## config.mk

```make
export PLATFORM = sky130hd
export DESIGN_NAME = match_window_counter
export DESIGN_NICKNAME = d
export VERILOG_FILES = /design/src/rtl/match_window_counter.sv
export SDC_FILE = /design/constraint.sdc
export NUM_CORES = 1
export LEC_CHECK = 0
export ABC_AREA = 1
export CORE_MARGIN = 2
export CORE_UTILIZATION = 40
export CTS_BUF_LIST = sky130_fd_sc_hd__clkbuf_2
export DETAILED_ROUTE_END_ITERATION = 6
export GPL_TIMING_DRIVEN = 1
export PLACE_DENSITY = 0.62
export SLEW_MARGIN = 40
export SYNTH_ARGS = -nofsm -noshare
export SYNTH_HDL_FRONTEND = slang
export SYNTH_SLANG_ARGS = --single-unit
```

## constraint.sdc

```tcl
create_clock -name clk_i -period 1.4 [get_ports clk_i]
set_input_delay 0.21 -clock clk_i [delete_from_list [all_inputs] [get_ports clk_i]]
set_output_delay 0.21 -clock clk_i [all_outputs]
set_load 0.005 [all_outputs]
```

## src/rtl/match_window_counter.sv

```systemverilog
// Counts upstream detect pulses over a programmable window of N cycles. The result
// saturates at the counter's maximum and is held until the consumer takes it.
module match_window_counter #(
  parameter int WIN_W = 8,
  parameter int CNT_W = 8
) (
  input  logic             clk_i,
  input  logic             rst_i,
  input  logic             start_i,
  input  logic [WIN_W-1:0] win_len_i,
  input  logic             det_i,
  output logic [CNT_W-1:0] cnt_o,
  output logic             sat_o,
  output logic             vld_o,
  input  logic             rdy_i,
  output logic             busy_o
);

  typedef enum logic [1:0] {S_IDLE, S_COUNT, S_REPORT} state_t;

  state_t           r_state, w_next;
  logic [WIN_W-1:0] r_len, r_cyc;
  logic [CNT_W-1:0] r_cnt;
  logic             r_sat;
  logic             w_accept, w_last, w_cnt_max;

  assign w_accept  = (r_state == S_IDLE) && start_i && (win_len_i != '0);
  assign w_last    = (r_cyc == r_len - WIN_W'(1));
  assign w_cnt_max = &r_cnt;

  always_ff @(posedge clk_i) begin
    if (rst_i) r_state <= S_IDLE;
    else       r_state <= w_next;
  end

  always_comb begin
    w_next = r_state;
    case (r_state)
      S_IDLE:   if (w_accept) w_next = S_COUNT;
      S_COUNT:  if (w_last) w_next = S_REPORT;
      S_REPORT: if (rdy_i) w_next = S_IDLE;
      default:  w_next = S_IDLE;
    endcase
  end

  // r_cyc indexes the window cycle being sampled (0..N-1); counting stops on the Nth.
  always_ff @(posedge clk_i) begin
    if (rst_i) begin
      r_len <= '0;
      r_cyc <= '0;
      r_cnt <= '0;
      r_sat <= 1'b0;
    end else if (w_accept) begin
      r_len <= win_len_i;
      r_cyc <= '0;
      r_cnt <= '0;
      r_sat <= 1'b0;
    end else if (r_state == S_COUNT) begin
      r_cyc <= r_cyc + WIN_W'(1);
      if (det_i) begin
        if (w_cnt_max) r_sat <= 1'b1;
        else           r_cnt <= r_cnt + CNT_W'(1);
      end
    end
  end

  assign cnt_o  = r_cnt;
  assign sat_o  = r_sat;
  assign vld_o  = (r_state == S_REPORT);
  assign busy_o = (r_state != S_IDLE);

endmodule

```

Yosys cells after proc, flatten, opt, wreduce, memory -nomap -nowiden
Index checks and enable logic that the tools add are counted.
W data, S select, Z words.

storage, ports and cells
  register bits = 27
  input bits = 13
  output and inout port bits = 11
  word-level logic and storage cells = 29

operators by class
  $add $sub $neg = 3
  eq/ne operators = 6
  muxes and demuxes = 4
  bitwise operators = 1
  reduce and logical (&&, ||, !) cells = 10

operators by type and width
  cell                   number
  $add A8 B1 Y8 const B  2
  $reduce_and A10 Y1     1
  $eq A8 B8 Y1           1
  $reduce_and A8 Y1      1
  $reduce_bool A8 Y1     1
  $sub A8 B1 Y8 const B  1
  $mux W2                3
  $pmux W2 S3            1
  $reduce_and A3 Y1      2
  $ne A2 B2 Y1 const B   2
  $eq A2 B1 Y1 const B   1
  $eq A2 B2 Y1 const B   1
  $logic_and A1 B1 Y1    2
  $logic_not A2 Y1       1
  $ne A2 B1 Y1 const B   1
  $reduce_bool A2 Y1     1
  $reduce_or A2 Y1       1
  $not A1 Y1             1

Longest topological paths before layout
  depth in word-level cells = 5
  depth in mapped cells = 13

Least setup slack after synthesis
OpenSTA, ideal clock, no wires.

  path kind = reg2reg
  start point = register r_cnt[0] (netlist: cnt_o[0])
  end point = register r_cnt[6] (netlist: cnt_o[6])
  arrival time = 1340 ps
  required time = 1287 ps
  setup slack = -53 ps
  cell stages (with the launch flop) = 11
  buffers on the path = 0
  period minus slack after synthesis = 1453 ps
  cell sequence = dfxtp_1 > ha_1 > inv_1 > nor4_4 > nand3_2 > nand2_4 > inv_4 > nand2_1 > nand2_1 > nand2_1 > nor2_1

between the ends
  cells in the longest elaborated chain, start to end = 3

RTL lines
  element                                                RTL line  RTL
  start, declared                                        23        logic [CNT_W-1:0] r_cnt;
  start signal, assigned                                 62        else r_cnt <= r_cnt + CNT_W'(1);
  branches (longest 3 deep; another with $add A8 B1 Y8)  --

Several ways; the timed one is not identified.
A chain may end at the register's enable or synchronous reset.

Final worst setup path
  start point = register r_len[1]
  end point = register r_state[1]

between the ends
  cells in the longest elaborated chain, start to end = 4

RTL lines
  element                      RTL line  RTL
  start, declared              22        logic [WIN_W-1:0] r_len, r_cyc;
  start signal, assigned       54        r_len <= win_len_i;
  $sub A8 B1 Y8                28        assign w_last = (r_cyc == r_len - WIN_W'(1));
  $eq A8 B8 Y1                 28
  $ne A2 B2 Y1 (no line)       --
  $reduce_and A3 Y1 (no line)  --
  end signal, assigned         33        else r_state <= w_next;
  end, declared                21        state_t r_state, w_next;

No other way between the ends.

==> impl_metrics.env <==
export IMPL_outcome="complete, but fails checks"
export IMPL_violations="setup timing"
export IMPL_antenna_found_initial=0
export IMPL_ys_seq_elements=27
export IMPL_num_io_pins=24
export IMPL_maxSlewViolCount=0
export IMPL_wirelength_mm=3.85
export IMPL_final_cell_mix="nand2_1 (48), buf_4 (29), nor2_1 (25), inv_1 (19), dfxtp_1 (13)"
export IMPL_clk_insertion_delay_late_ns=0.39
export IMPL_drc_errors=0
export IMPL_final_common_cell="nand2_1"
export IMPL_power_per_cell_area_mw_per_mm2=835
export IMPL_fmax_ghz=0.643
export IMPL_whs_ns=0.425
export IMPL_ys_seq_area_share_pct=34.8
export IMPL_p_leak_nw=1.05
export IMPL_grt_remaining_overflow=0
export IMPL_clk_pin_slew_worst_paths_ns=0.30
export IMPL_path_class="register to register"
export IMPL_area_delta_synth_final_pct=50.0
export IMPL_grt_util_met2_pct=27.8
export IMPL_final_cells=334
export IMPL_busiest_layer="met2"
export IMPL_core_mm2=0.00369
export IMPL_ant_nets=0
export IMPL_hold_path_class="input pin to register"
export IMPL_placed_area_mm2=0.00204
export IMPL_skew_ns=0.0424
export IMPL_n_antenna_cell=0
export IMPL_fin_util_pct=63.2
export IMPL_cp_required_ns=1.71
export IMPL_syn_area_mm2=0.00155
export IMPL_avgViaCountPerCell=4.72
export IMPL_final_area_mm2=0.00233
export IMPL_numPortBuffers=23
export IMPL_pre_cts_slack_ns=-0.175
export IMPL_clkSinkCount=27
export IMPL_cts_htree_levels=1
export IMPL_cts_tree="built"
export IMPL_setup_violations_final=11
export IMPL_syn_num_nets=241
export IMPL_met3_usage_pct=4.09
export IMPL_die_w_um=66.3
export IMPL_firstDrtPassIters=4
export IMPL_cts_buffers=3
export IMPL_grt_use_met1_pct=26.0
export IMPL_cts_buffer_depth=2
export IMPL_finalNetCount=303
export IMPL_cap_violations=0
export IMPL_power_total_mw=1.95
export IMPL_dp_cells=318
export IMPL_first_global_vias=1356
export IMPL_fin_crit_sh_pct=111
export IMPL_crit_fanout=4
export IMPL_start_util_pct=42.1
export IMPL_rows=22
export IMPL_ir_drop_mv=0.628
export IMPL_tightest_slew_ns=0.314
export IMPL_die_area_mm2=0.00440
export IMPL_synth_cells=225
export IMPL_grt_pass1_wl_mm=6.15
export IMPL_slew_headroom_pct=78.9
export IMPL_critPathArrivalTime_ns=1.86
export IMPL_wire_per_inst_um=11.5
export IMPL_cts_root_buf="clkbuf_2"
export IMPL_grt_max_degree=17
export IMPL_place_congestion=0.768
export IMPL_ys_types=33
export IMPL_final_min_clock_period_ns=1.55
export IMPL_setup_slack_ns=-0.154
export IMPL_cp_end_kind="register"
export IMPL_yosysWarnings=0
export IMPL_hold_viol=0
export IMPL_die_h_um=66.3
export IMPL_hpwl_mm=2.80
export IMPL_drt_first_iter_violations=105
export IMPL_rsz0062_at_grt="true"
export IMPL_start_kind="register"
export IMPL_vias=1577
export IMPL_tns_ns=-1.15
export IMPL_drive_gt1_share_pct=37.4
export IMPL_syn_area_per_cell_um2=6.91
export IMPL_grt_usage_pct=18.1
==> routing by layer <==
layer	vias to the layer above	routed length, um
li1	839	-
met1	715	1880
met2	19	1820
met3	4	100
met4	0	47
met5	-	0
==> registers in the layout, indices dropped and copies added (netlist names) <==
signal / count
cnt_o: 8
r_state: 2
r_len: 8
r_cyc: 8
sat_o: 1
==> Yosys cell counts (all sizes together) <==
cell type   n  area share [%]
and2        1            0.40
nor3b       1            0.48
inv        32             7.9
nor2       32             8.9
nand3b      2            0.97
o21ai      13             4.2
dfxtp      27              35
clkinv      1            0.24
buf         2             1.0
nand4       3             1.2
xnor2       3             1.7
nand2      60              15
a31oi       1            0.40
o211ai      1            0.48
nor4        2             2.2
a21oi      17             6.7
nand3      14             4.8
xor2        7             3.9
ha          3             2.4
o21bai      1             1.2
nor3        2            0.97
==> timing repair <==
item / in CTS / in global routing
setup buffers: 8 / 5
gates resized for setup: 36 / 39
cloned: 1 / 0
pin swaps: 10 / 14
endpoints found under the setup margin: 18 / 20
hold buffers: 0 / 0
==> final timing paths <==
check	from	end	slack, ns	cells past startpoint
max	r_len[1]	r_state[1]	-0.15	13
min	win_len_i[6]	r_len[6]	0.43	3
max reg2reg	r_len[1]	r_state[1]	-0.15	13
min reg2reg	r_len[7]	r_len[7]	0.51	2
==> worst max-delay path, cell delays in order (launching register included) <==
cell     delay (ns)
dfxtp_2        0.39
inv_2          0.06
ha_4           0.16
buf_12         0.10
nand3_1        0.07
nand2_1        0.08
nand2_1        0.05
nand2_1        0.05
nand2_1        0.06
nor2_1         0.15
nand3_2        0.10
nand2_2        0.09
nand2_1        0.05
nor2_1         0.07
==> cell families after synthesis <==
group,after synthesis,share of synthesized area (%)
AND/OR/NAND/NOR,117,35.0
AO/OA/AOI/OAI,33,13.0
XOR/XNOR,10,5.64
buffers and inverters,35,9.18
adder cells (fa/ha/maj),3,2.42
flip-flops,27,34.8
==> final cells by class <==
class	count	area (um2)
Clock inverter	1	7.51
Inverter	33	141
Multi-Input combinational cell	164	1020
Sequential cell	27	563
Timing Repair Buffer	58	523
Clock buffer	3	15.0
Fill cell	330	1360
Tap cell	48	60.1
==> power breakdown <==
part	leakage [nW]	internal, mW	switching [mW]
sequential	0.227	0.824	0.0444
combinational	0.806	0.353	0.411
clock	0.0126	0.0662	0.248
total	1.05	1.24	0.703
(Power assumes the default switching activity.)
